--- src/rtl/alu_pkg.sv ---
// Shared definitions for the decode/execute boundary.
//   - default datapath and register-index widths
//   - ALU operation codes (ex_op carries these unchanged to the ALU)
//   - index of the hard-wired zero register, which is never forwarded
//   - packed control bundle held in the ID/EX pipeline register
package alu_pkg;

  localparam int XLEN_DEF = 32;
  localparam int RAW_DEF  = 5;

  typedef logic [3:0] alu_op_t;

  localparam alu_op_t ALU_ADD = 4'b0000;
  localparam alu_op_t ALU_SUB = 4'b0001;
  localparam alu_op_t ALU_AND = 4'b0010;
  localparam alu_op_t ALU_OR  = 4'b0011;
  localparam alu_op_t ALU_SLT = 4'b0101;
  localparam alu_op_t ALU_SLL = 4'b0110;

  localparam int REG_ZERO = 0;

  // Control fields that travel with the instruction. A bubble is all-zero,
  // which also makes the op an ADD.
  typedef struct packed {
    logic    valid;
    logic    reg_write;
    logic    alu_src;
    alu_op_t op;
  } ctrl_t;

  localparam ctrl_t CTRL_BUBBLE = '{valid: 1'b0, reg_write: 1'b0, alu_src: 1'b0, op: ALU_ADD};

endpackage

--- src/rtl/id_ex_stage_if.sv ---
// Signal bundle between decode, the hazard/forwarding sources and the
// ID/EX stage.
//   id_*   : decoded instruction fields presented for capture
//   exm_*  : EX/MEM forwarding source (write enable, rd index, result)
//   wb_*   : MEM/WB forwarding source (write enable, rd index, result)
//   stall  : hold the stage contents
//   flush  : replace the stage contents with a bubble
//   ex_*   : operands and control presented to the execute-stage ALU
// modport master : the surrounding pipeline (drives id/exm/wb/stall/flush)
// modport slave  : the ID/EX stage itself
interface id_ex_stage_if
  import alu_pkg::*;
#(
  parameter int XLEN = XLEN_DEF,
  parameter int RAW  = RAW_DEF
);

  logic            id_valid;
  logic [RAW-1:0]  id_rs1_addr;
  logic [RAW-1:0]  id_rs2_addr;
  logic [XLEN-1:0] id_rs1_data;
  logic [XLEN-1:0] id_rs2_data;
  logic [XLEN-1:0] id_imm;
  logic            id_alu_src;
  alu_op_t         id_alu_op;
  logic [RAW-1:0]  id_rd_addr;
  logic            id_reg_write;

  logic            exm_reg_write;
  logic [RAW-1:0]  exm_rd_addr;
  logic [XLEN-1:0] exm_result;

  logic            wb_reg_write;
  logic [RAW-1:0]  wb_rd_addr;
  logic [XLEN-1:0] wb_result;

  logic            stall;
  logic            flush;

  logic            ex_valid;
  logic [XLEN-1:0] ex_a;
  logic [XLEN-1:0] ex_b;
  alu_op_t         ex_op;
  logic [XLEN-1:0] ex_store_data;
  logic [RAW-1:0]  ex_rd_addr;
  logic            ex_reg_write;

  modport master (
    output id_valid, id_rs1_addr, id_rs2_addr, id_rs1_data, id_rs2_data,
           id_imm, id_alu_src, id_alu_op, id_rd_addr, id_reg_write,
           exm_reg_write, exm_rd_addr, exm_result,
           wb_reg_write, wb_rd_addr, wb_result,
           stall, flush,
    input  ex_valid, ex_a, ex_b, ex_op, ex_store_data, ex_rd_addr, ex_reg_write
  );

  modport slave (
    input  id_valid, id_rs1_addr, id_rs2_addr, id_rs1_data, id_rs2_data,
           id_imm, id_alu_src, id_alu_op, id_rd_addr, id_reg_write,
           exm_reg_write, exm_rd_addr, exm_result,
           wb_reg_write, wb_rd_addr, wb_result,
           stall, flush,
    output ex_valid, ex_a, ex_b, ex_op, ex_store_data, ex_rd_addr, ex_reg_write
  );

endinterface

--- src/rtl/id_ex_stage_fwd_mux.sv ---
// Operand forwarding selector for one source register.
//   rs_addr            : source register index held in the stage
//   reg_data           : operand value held in the stage
//   exm_* / wb_*       : EX/MEM and MEM/WB result buses
//   data               : value the ALU should see for this source
// EX/MEM is younger than MEM/WB, so it wins when both target the same
// register. Register zero is hard-wired and never forwarded.
module fwd_mux
  import alu_pkg::*;
#(
  parameter int XLEN = XLEN_DEF,
  parameter int RAW  = RAW_DEF
) (
  input  logic [RAW-1:0]  rs_addr,
  input  logic [XLEN-1:0] reg_data,
  input  logic            exm_reg_write,
  input  logic [RAW-1:0]  exm_rd_addr,
  input  logic [XLEN-1:0] exm_result,
  input  logic            wb_reg_write,
  input  logic [RAW-1:0]  wb_rd_addr,
  input  logic [XLEN-1:0] wb_result,
  output logic [XLEN-1:0] data
);

  logic exm_hit;
  logic wb_hit;

  assign exm_hit = exm_reg_write && (exm_rd_addr != RAW'(REG_ZERO)) && (exm_rd_addr == rs_addr);
  assign wb_hit  = wb_reg_write  && (wb_rd_addr  != RAW'(REG_ZERO)) && (wb_rd_addr  == rs_addr);

  // NOTE: default assignment first so every path drives data; no latch.
  always_comb begin
    data = reg_data;
    if (exm_hit) begin
      data = exm_result;
    end else if (wb_hit) begin
      data = wb_result;
    end
  end

endmodule

--- src/rtl/id_ex_stage.sv ---
// ID/EX pipeline register with operand forwarding into the ALU inputs.
//   clk, rst_n : rising-edge clock, asynchronous active-low reset
//   bus        : id_ex_stage_if.slave (decode fields, forwarding sources,
//                stall/flush from the hazard unit, ALU-facing ex_* outputs)
// Captures the decoded instruction, then forwards EX/MEM or MEM/WB results
// combinationally onto ex_a / ex_b / ex_store_data with zero added latency.
module id_ex_stage
  import alu_pkg::*;
#(
  parameter int XLEN = XLEN_DEF,
  parameter int RAW  = RAW_DEF
) (
  input logic         clk,
  input logic         rst_n,
  id_ex_stage_if.slave bus
);

  ctrl_t           ctrl_q;
  logic [RAW-1:0]  rd_q;
  logic [RAW-1:0]  rs1_addr_q;
  logic [RAW-1:0]  rs2_addr_q;
  logic [XLEN-1:0] rs1_data_q;
  logic [XLEN-1:0] rs2_data_q;
  logic [XLEN-1:0] imm_q;

  logic [XLEN-1:0] fwd_rs1;
  logic [XLEN-1:0] fwd_rs2;
  logic [XLEN-1:0] cap_rs1;
  logic [XLEN-1:0] cap_rs2;
  logic            cap_wb_ok;

  // The register file does not write through, so a MEM/WB write landing in
  // the same cycle as the read must be merged here at capture.
  assign cap_wb_ok = bus.wb_reg_write && (bus.wb_rd_addr != RAW'(REG_ZERO));
  assign cap_rs1   = (cap_wb_ok && bus.wb_rd_addr == bus.id_rs1_addr) ? bus.wb_result : bus.id_rs1_data;
  assign cap_rs2   = (cap_wb_ok && bus.wb_rd_addr == bus.id_rs2_addr) ? bus.wb_result : bus.id_rs2_data;

  fwd_mux #(.XLEN(XLEN), .RAW(RAW)) u_fwd_rs1 (
    .rs_addr       (rs1_addr_q),
    .reg_data      (rs1_data_q),
    .exm_reg_write (bus.exm_reg_write),
    .exm_rd_addr   (bus.exm_rd_addr),
    .exm_result    (bus.exm_result),
    .wb_reg_write  (bus.wb_reg_write),
    .wb_rd_addr    (bus.wb_rd_addr),
    .wb_result     (bus.wb_result),
    .data          (fwd_rs1)
  );

  fwd_mux #(.XLEN(XLEN), .RAW(RAW)) u_fwd_rs2 (
    .rs_addr       (rs2_addr_q),
    .reg_data      (rs2_data_q),
    .exm_reg_write (bus.exm_reg_write),
    .exm_rd_addr   (bus.exm_rd_addr),
    .exm_result    (bus.exm_result),
    .wb_reg_write  (bus.wb_reg_write),
    .wb_rd_addr    (bus.wb_rd_addr),
    .wb_result     (bus.wb_result),
    .data          (fwd_rs2)
  );

  // NOTE: sequential state uses non-blocking assignments so every register
  // samples pre-edge values regardless of statement order.
  always_ff @(posedge clk or negedge rst_n) begin
    if (!rst_n) begin
      ctrl_q     <= CTRL_BUBBLE;
      rd_q       <= '0;
      rs1_addr_q <= '0;
      rs2_addr_q <= '0;
      rs1_data_q <= '0;
      rs2_data_q <= '0;
      imm_q      <= '0;
    end else if (bus.flush) begin
      // Flush wins over stall. Clearing the source indices to r0 also
      // keeps forwarding from leaking values onto the bubble's operands.
      ctrl_q     <= CTRL_BUBBLE;
      rd_q       <= '0;
      rs1_addr_q <= '0;
      rs2_addr_q <= '0;
      rs1_data_q <= '0;
      rs2_data_q <= '0;
      imm_q      <= '0;
    end else if (bus.stall) begin
      // Control holds; operands reload with their forwarded values so a
      // producer that retires while we wait is not lost.
      rs1_data_q <= fwd_rs1;
      rs2_data_q <= fwd_rs2;
    end else begin
      ctrl_q.valid     <= bus.id_valid;
      ctrl_q.reg_write <= bus.id_reg_write;
      ctrl_q.alu_src   <= bus.id_alu_src;
      ctrl_q.op        <= bus.id_alu_op;
      rd_q             <= bus.id_rd_addr;
      rs1_addr_q       <= bus.id_rs1_addr;
      rs2_addr_q       <= bus.id_rs2_addr;
      rs1_data_q       <= cap_rs1;
      rs2_data_q       <= cap_rs2;
      imm_q            <= bus.id_imm;
    end
  end

  assign bus.ex_valid      = ctrl_q.valid;
  assign bus.ex_reg_write  = ctrl_q.reg_write & ctrl_q.valid;
  assign bus.ex_op         = ctrl_q.op;
  assign bus.ex_rd_addr    = rd_q;
  assign bus.ex_a          = fwd_rs1;
  assign bus.ex_b          = ctrl_q.alu_src ? imm_q : fwd_rs2;
  assign bus.ex_store_data = fwd_rs2;

endmodule

--- src/flat_wrapper.sv ---
// flat-port wrapper written by rule: the top's interface ports become plain ports
module id_ex_stage_flat import alu_pkg::*;
#(
  parameter int XLEN = XLEN_DEF,
  parameter int RAW  = RAW_DEF
)
  (clk, rst_n, bus_id_valid, bus_id_rs1_addr, bus_id_rs2_addr, bus_id_rs1_data, bus_id_rs2_data, bus_id_imm, bus_id_alu_src, bus_id_alu_op, bus_id_rd_addr, bus_id_reg_write, bus_exm_reg_write, bus_exm_rd_addr, bus_exm_result, bus_wb_reg_write, bus_wb_rd_addr, bus_wb_result, bus_stall, bus_flush, bus_ex_valid, bus_ex_a, bus_ex_b, bus_ex_op, bus_ex_store_data, bus_ex_rd_addr, bus_ex_reg_write);
  id_ex_stage_if #(.XLEN(XLEN), .RAW(RAW)) bus_i ();
  input logic clk;
  input logic rst_n;
  input wire logic [$bits(bus_i.id_valid)-1:0] bus_id_valid;
  input wire logic [$bits(bus_i.id_rs1_addr)-1:0] bus_id_rs1_addr;
  input wire logic [$bits(bus_i.id_rs2_addr)-1:0] bus_id_rs2_addr;
  input wire logic [$bits(bus_i.id_rs1_data)-1:0] bus_id_rs1_data;
  input wire logic [$bits(bus_i.id_rs2_data)-1:0] bus_id_rs2_data;
  input wire logic [$bits(bus_i.id_imm)-1:0] bus_id_imm;
  input wire logic [$bits(bus_i.id_alu_src)-1:0] bus_id_alu_src;
  input wire logic [$bits(bus_i.id_alu_op)-1:0] bus_id_alu_op;
  input wire logic [$bits(bus_i.id_rd_addr)-1:0] bus_id_rd_addr;
  input wire logic [$bits(bus_i.id_reg_write)-1:0] bus_id_reg_write;
  input wire logic [$bits(bus_i.exm_reg_write)-1:0] bus_exm_reg_write;
  input wire logic [$bits(bus_i.exm_rd_addr)-1:0] bus_exm_rd_addr;
  input wire logic [$bits(bus_i.exm_result)-1:0] bus_exm_result;
  input wire logic [$bits(bus_i.wb_reg_write)-1:0] bus_wb_reg_write;
  input wire logic [$bits(bus_i.wb_rd_addr)-1:0] bus_wb_rd_addr;
  input wire logic [$bits(bus_i.wb_result)-1:0] bus_wb_result;
  input wire logic [$bits(bus_i.stall)-1:0] bus_stall;
  input wire logic [$bits(bus_i.flush)-1:0] bus_flush;
  output wire logic [$bits(bus_i.ex_valid)-1:0] bus_ex_valid;
  output wire logic [$bits(bus_i.ex_a)-1:0] bus_ex_a;
  output wire logic [$bits(bus_i.ex_b)-1:0] bus_ex_b;
  output wire logic [$bits(bus_i.ex_op)-1:0] bus_ex_op;
  output wire logic [$bits(bus_i.ex_store_data)-1:0] bus_ex_store_data;
  output wire logic [$bits(bus_i.ex_rd_addr)-1:0] bus_ex_rd_addr;
  output wire logic [$bits(bus_i.ex_reg_write)-1:0] bus_ex_reg_write;
  assign bus_i.id_valid = bus_id_valid;
  assign bus_i.id_rs1_addr = bus_id_rs1_addr;
  assign bus_i.id_rs2_addr = bus_id_rs2_addr;
  assign bus_i.id_rs1_data = bus_id_rs1_data;
  assign bus_i.id_rs2_data = bus_id_rs2_data;
  assign bus_i.id_imm = bus_id_imm;
  assign bus_i.id_alu_src = bus_id_alu_src;
  assign bus_i.id_alu_op = bus_id_alu_op;
  assign bus_i.id_rd_addr = bus_id_rd_addr;
  assign bus_i.id_reg_write = bus_id_reg_write;
  assign bus_i.exm_reg_write = bus_exm_reg_write;
  assign bus_i.exm_rd_addr = bus_exm_rd_addr;
  assign bus_i.exm_result = bus_exm_result;
  assign bus_i.wb_reg_write = bus_wb_reg_write;
  assign bus_i.wb_rd_addr = bus_wb_rd_addr;
  assign bus_i.wb_result = bus_wb_result;
  assign bus_i.stall = bus_stall;
  assign bus_i.flush = bus_flush;
  assign bus_ex_valid = bus_i.ex_valid;
  assign bus_ex_a = bus_i.ex_a;
  assign bus_ex_b = bus_i.ex_b;
  assign bus_ex_op = bus_i.ex_op;
  assign bus_ex_store_data = bus_i.ex_store_data;
  assign bus_ex_rd_addr = bus_i.ex_rd_addr;
  assign bus_ex_reg_write = bus_i.ex_reg_write;
  id_ex_stage #(.XLEN(XLEN), .RAW(RAW)) u_core (.clk(clk), .rst_n(rst_n), .bus(bus_i));
endmodule
--- config.mk ---
export PLATFORM = sky130hd
export DESIGN_NAME = id_ex_stage_flat
export DESIGN_NICKNAME = d
export VERILOG_FILES = /design/src/rtl/alu_pkg.sv /design/src/rtl/id_ex_stage_if.sv /design/src/rtl/id_ex_stage_fwd_mux.sv /design/src/rtl/id_ex_stage.sv /design/src/flat_wrapper.sv
export SDC_FILE = /design/constraint.sdc
export NUM_CORES = 1
export LEC_CHECK = 0
export ABC_CLOCK_PERIOD_IN_PS = 2050
export BUFFER_PORTS_ARGS = -buffer_cell sky130_fd_sc_hd__buf_2
export CAP_MARGIN = 20
export CELL_PAD_IN_SITES_DETAIL_PLACEMENT = 0
export CELL_PAD_IN_SITES_GLOBAL_PLACEMENT = 1
export CORE_MARGIN = 2
export CORE_UTILIZATION = 37
export CTS_CLUSTER_SIZE = 16
export DETAILED_ROUTE_END_ITERATION = 12
export PLACE_DENSITY_LB_ADDON = 0.12
export SYNTH_ARGS = -nofsm -noshare
export SYNTH_HDL_FRONTEND = slang
export SYNTH_SLANG_ARGS = --single-unit
--- constraint.sdc ---
create_clock -name clk -period 2.05 [get_ports clk]
set_input_delay 0 -clock clk [delete_from_list [all_inputs] [get_ports clk]]
set_output_delay 0 -clock clk [all_outputs]
set_load 0.1 [all_outputs]
* Word level (Yosys, flattened, before mapping)
Cells that the tools add are included.
** Cells by class
- Equality and inequality tests :: 7
- Muxes and demuxes :: 21
- Bitwise gates (word level) :: 1
- Reduce and logical (&&, ||, !) cells :: 10
** Operators with widths (count)
- 32-bit 2-to-1 mux :: 13
- 5-bit == test :: 6
- 5-bit 2-to-1 mux :: 6
- 7-bit 2-to-1 mux :: 2
- 5-bit nonzero test :: 2
- 1-bit logical AND :: 8
- 2-bit by 1-bit inequality test with 1-bit output (second input constant) :: 1
- 1-bit AND :: 1
** Storage, ports and cells
- Register bits :: 118
- Input bits :: 198
- Output and inout port bits :: 107
- Word-level logic and storage cells :: 49

* Depth between registers and ports, before layout
- Depth in word-level cells :: 7
- Mapped depth :: 7
- Gate-level depth less buffers :: 5

* Hierarchy
From an unflattened synthesis, not the netlist that was laid out.
** Unflattened totals
- Cells, all modules :: 1078
- Area, all modules :: 8829.7 um^2
** Modules (own cells, without submodules)
- id_ex_stage :: instances 1, cells each 708, area an instance 6495.0 um^2, seq. area each 2952.8 um^2
- fwd_mux :: instances 2, cells each 185, area an instance 1167.4 um^2, seq. area each 0.0 um^2

* Least setup slack after synthesis
OpenSTA, ideal clock, no wires.
- Path type :: reg-to-output
- Start point :: register u_core.rs2_addr_q[2]
- End point :: output bus_ex_b[30]
- Arrival time :: 3640 ps
- Required time :: 2050 ps
- Slack :: -1590 ps
- Cell stages (with the launch flop) :: 7
- Buffers on the path :: 1
- Path through :: dfrtp_1 -> xnor2_1 -> nand4_1 -> or2_1 -> buf_4 -> a31oi_1 -> mux2_2
** Between the ends
- Word-level cells in the longest chain between the ends :: 5
- Elaborated cells on any way between the ends :: 7
- Those cells by class :: eq/ne: 2; mux: 3; reduce/logical: 2
** RTL lines
- start, declared :: RTL line id_ex_stage.sv:21 : logic [RAW-1:0] rs2_addr_q;
- start signal, assigned :: RTL line id_ex_stage.sv:95 : rs2_addr_q <= bus.id_rs2_addr;
- 5-bit == test :: RTL line id_ex_stage_fwd_mux.sv:29 : assign wb_hit = wb_reg_write && (wb_rd_addr != RAW'(REG_ZERO)) && (wb_rd_addr == rs_addr);
- 1-bit logical AND :: RTL line id_ex_stage_fwd_mux.sv:29
- 32-bit 2-to-1 mux :: RTL line id_ex_stage_fwd_mux.sv:36 : end else if (wb_hit) begin
- 32-bit 2-to-1 mux (*) :: RTL line id_ex_stage_fwd_mux.sv:34 : if (exm_hit) begin
- named net bus_ex_store_data[30] :: RTL line flat_wrapper.sv:33 : output wire logic [$bits(bus_i.ex_store_data)-1:0] bus_ex_store_data;
- 32-bit 2-to-1 mux (*) :: RTL line id_ex_stage.sv:107 : assign bus.ex_b = ctrl_q.alu_src ? imm_q : fwd_rs2;
- end, declared :: RTL line flat_wrapper.sv:31 : output wire logic [$bits(bus_i.ex_b)-1:0] bus_ex_b;
The timed path passes the listed nets; every way through them passes the cells marked *.

* Final worst setup path
- Start point :: register u_core.rs2_addr_q[3]
- End point :: output bus_ex_b[19]
** Between the ends
- Word-level cells in the longest chain between the ends :: 5
- Elaborated cells on any way between the ends :: 7
- Those cells by class :: eq/ne: 2; mux: 3; reduce/logical: 2
** RTL lines (RTL line)
- 5-bit == test :: id_ex_stage_fwd_mux.sv:29
- 1-bit logical AND :: id_ex_stage_fwd_mux.sv:29
- 32-bit 2-to-1 mux :: id_ex_stage_fwd_mux.sv:36
- 32-bit 2-to-1 mux (*) :: id_ex_stage_fwd_mux.sv:34
- 32-bit 2-to-1 mux (*) :: id_ex_stage.sv:107
Every way passes the cells marked *; elsewhere a longest branch is shown, timed or not.

==> flow_summary.rst <==
.. list-table::
   :header-rows: 1

   * - Metric
     - Value
   * - Final instance area
     - 17000 sq um
   * - Hold Fails Final Rpt
     - 0
   * - RSZ-0062 raised after global routing
     - yes
   * - Root Driver
     - clkbuf_16
   * - Comb pwr share
     - 0.462
   * - I/O pins
     - 305
   * - Minimum period implied by the final worst setup slack
     - approximately 2.6 ns
   * - Core region area
     - 21800 sq um
   * - FFs w/ async S/R, synth
     - 1.00
   * - Setup slack, reg-to-reg
     - -0.29 ns
   * - Post-synth EDFFs
     - 0
   * - Cell taking the most area after synthesis
     - dfrtp_1
   * - WP data required
     - 2.05 ns
   * - Starting density of the core
     - 0.376
   * - Synth Area in Simple Gates
     - 0.173
   * - Category of the most critical setup path
     - flip-flop to primary output
   * - Endpoints failing setup
     - 157
   * - Share of layout cells above drive strength 1
     - 0.488
   * - Number of antenna violations at the first check in global routing
     - 3
   * - Die H
     - 153 um
   * - Routability congestion estimate from global placement
     - approximately 0.9
   * - Power density normalized to cell area
     - 628 nW/um^2
   * - Clk_lat worst skew
     - 0.43 ns
   * - Kind of path behind the tightest hold check
     - input pin to flip-flop
   * - Maximum VDD drop
     - 0.518 mV
   * - Vias in the first global route
     - 10600
   * - Static leakage power
     - 6.89 nW
   * - Overall global routing resource usage
     - 0.335
   * - Area share of the largest cell type after synthesis
     - 0.361
   * - Most common library cells after synthesis
     - dfrtp_1, mux2i_1, nand2_1
   * - CTS H-tree depth
     - 4
   * - Most used flip-flop cell after synthesis
     - dfrtp_1
   * - Maximum clock frequency
     - between 300 and 400 MHz
   * - Wire length of the first global-routing pass
     - 61100 um
   * - Largest family of logic cells by synthesized area
     - multiplexers
   * - Total vias in the final route
     - between 9000 and 10000
   * - Detailed-route vias per instance
     - 5.62
   * - Nets in the synthesized netlist
     - 1093
   * - Final Max Tran Viols
     - 0
   * - Proportion of total power due to net switching
     - 0.405
   * - Mux contribution to synthesized area
     - 0.189
   * - P_sw
     - 0.00433 W
   * - Count of maximum capacitance violations
     - 0
   * - Fin worst setup slack
     - -0.567 ns
   * - Net count reported at finish
     - ~1600
   * - Adder and majority cell fraction of the synthesized area
     - 0
   * - Setup Skew
     - 0.00846 ns
   * - Sequential area share after synthesis
     - 0.361
   * - Placed wire-length estimate
     - 25300 um
   * - Post-Synthesis Cell Area
     - 8170 sq um
   * - Cts bufs inserted
     - 17
   * - Horizontal die dimension
     - 153 um
   * - Share of power burned in the clock network
     - 0.296
   * - Actual transition at the worst max-transition pin
     - 1.04 ns
   * - Area Growth Syn to Fin
     - 108%
   * - Maximum clock insertion buffer count
     - 2
   * - Remaining DRCs
     - 0
   * - Slew Limit Headroom
     - 0.300
   * - WL final
     - 39500 um
   * - Failing checks
     - setup timing
   * - Kind of capture point of the worst setup path
     - primary output
   * - Post-synthesis instance total
     - 895
   * - Outcome
     - finished, violations left
   * - Area share of xor/xnor cells in the synthesized design
     - 0.0321
   * - Relative contribution of sequential cells to total power
     - 0.242
   * - GRT overflow
     - 0
   * - Full die area
     - ~23000 sq um
   * - Wire length per cell after detailed routing
     - 22.7 um
   * - Clock tree from TritonCTS
     - built
   * - Clock slew at the register clock pins of the worst setup and hold paths
     - 0.06 ns
   * - Violation count after the first detailed-routing iteration
     - 625
   * - Cell types occupying the most area after synthesis
     - dfrtp_1, mux2i_1, o2bb2ai_1
   * - Post-route ant nets
     - 0
   * - Netlist cell types
     - 31
   * - Buffers added on ports
     - 304
   * - Fraction of the mapped netlist area in compound gates
     - 0.188
   * - Critical path startpoint category
     - flip-flop
   * - Detailed-router iteration count before antenna repair
     - 5
   * - Mean instance size in the synthesized netlist
     - about 9 sq um
   * - Placement-stage cell area
     - 13500 sq um
   * - Maximum number of pins on one net before global-route repair
     - 55
   * - P_int
     - 0.00636 W
   * - Worst Path Arrival
     - 2.62 ns
   * - Clock tree sinks
     - roughly 120
   * - Syn. warnings
     - 0
   * - TNS Setup
     - -45.11 ns
   * - CP Max Fanout
     - 31
   * - Register bit total from synthesis
     - 118
   * - Number of rows in the core area
     - 54
   * - Post-route fraction of the period consumed by the critical path
     - 1.28
   * - Setup slack at placement
     - -0.145 ns
cell families (layout without fill, tap and decap cells):
| logic type | after synthesis | in the layout |
|---|---|---|
| multiplexers | 150 | 150 |
| flip-flops | 118 | 118 |
| AND/OR/NAND/NOR | 294 | 294 |
| XOR/XNOR | 30 | 30 |
| AO/OA/AOI/OAI | 198 | 198 |
| buffers and inverters | 105 | 670 |
| other | 0 | 3 |
metrics by stage:
| stage | hold WS, ns | std cells | util | power, W |
|---|---|---|---|---|
| floorplan | -0.296 | 895 | - | 0.00522 |
| global placement | -0.00674 | 1502 | 0.620 | 0.00690 |
| detailed placement | -0.00869 | 1502 | 0.620 | 0.00692 |
| CTS | 0.0415 | 1735 | 0.768 | 0.0106 |
| global route | 0.0569 | 1742 | 0.783 | 0.0110 |
| finish | 0.0484 | 1743 | 0.783 | 0.0107 |
registers in the layout, summed over array words and instances (netlist names):
signal	flops
u_core.rs1_data_q	32
u_core.imm_q	32
u_core.rs1_addr_q	5
u_core.ctrl_q	2
u_core.rs2_addr_q	5
u_core.bus.ex_valid	1
u_core.bus.ex_rd_addr	5
u_core.rs2_data_q	32
u_core.bus.ex_op	4
layer usage:
| metal | routed length, um | vias to the layer above | GRT usage |
|---|---|---|---|
| met1 | 16400 | 4841 | 0.421 |
| met5 | 0 | - | 0 |
| li1 | - | 4449 | - |
| met2 | 19700 | 424 | 0.582 |
| met3 | 2230 | 81 | 0.0617 |
| met4 | 1210 | 0 | 0.114 |
critical path, stage by stage (launching register included):
cell and delay, ns:
dfrtp_2 0.44, xor2_4 0.16, or4b_4 0.56, buf_12 0.21, o21ai_2 0.18, a31oi_4 0.13
mux2_4 0.31, buf_12 0.17
power by group through the flow:
| stage | Sequential (W) | Combinational, W | Clock, W |
|---|---|---|---|
| floorplan | 0.00262 | 0.00260 | 0 |
| global placement | 0.00260 | 0.00430 | 0 |
| detailed placement | 0.00260 | 0.00433 | 0 |
| CTS | 0.00258 | 0.00481 | 0.00320 |
| global route | 0.00260 | 0.00511 | 0.00331 |
| finish | 0.00259 | 0.00494 | 0.00317 |
area by class of cell:
cell class,instances,area [sq um]
diodes,3,7.51
fillers,1370,4720
repair buffers,638,6520
clock inverters,14,175
multi-input cells,672,6600
flip-flops and latches,118,2960
well taps,280,350
clock buffers,18,429
path summary, 6_finish.rpt:
check,start,end,depth (start not counted)
max,u_core.rs2_addr_q[3]$_DFFE_PN0P_,bus_ex_b[19],7
min,bus_stall,u_core.rs1_data_q[26]$_DFF_PN0_,3
max reg2reg,u_core.rs2_addr_q[3]$_DFFE_PN0P_,u_core.rs2_data_q[19]$_DFF_PN0_,9
min reg2reg,u_core.bus.ex_rd_addr[1]$_DFFE_PN0P_,u_core.bus.ex_rd_addr[1]$_DFFE_PN0P_,2
max in group asynchronous,rst_n,u_core.rs1_addr_q[4]$_DFFE_PN0P_,3
min in group asynchronous,rst_n,u_core.rs1_data_q[5]$_DFF_PN0_,2
cells in the final DEF, fill, tap and decap left out, drive strengths merged, types with 5 or more instances in the layout:
cell type / Yosys / layout
buf: 37 / 455
dlygate4sd3: 0 / 183
mux2i: 118 / 118
dfrtp: 118 / 118
nand2: 96 / 96
nor4: 66 / 66
a31oi: 64 / 64
nor3: 64 / 64
o2bb2ai: 64 / 64
o21ai: 64 / 64
nor2: 55 / 55
mux2: 32 / 32
xnor2: 20 / 20
clkbuf: 68 / 18
xor2: 10 / 10
clkinv: 0 / 5
what timing repair did:
action,4_1_cts,5_1_grt
hold buffers,183,0
endpoints found under the setup margin,127,159
hold endpoints to repair,218,0
gates resized for setup,110,50
pin swaps,11,13
gates cloned,9,0
buffers inserted,9,6
Note: power is estimated with default switching activity, not from simulation.
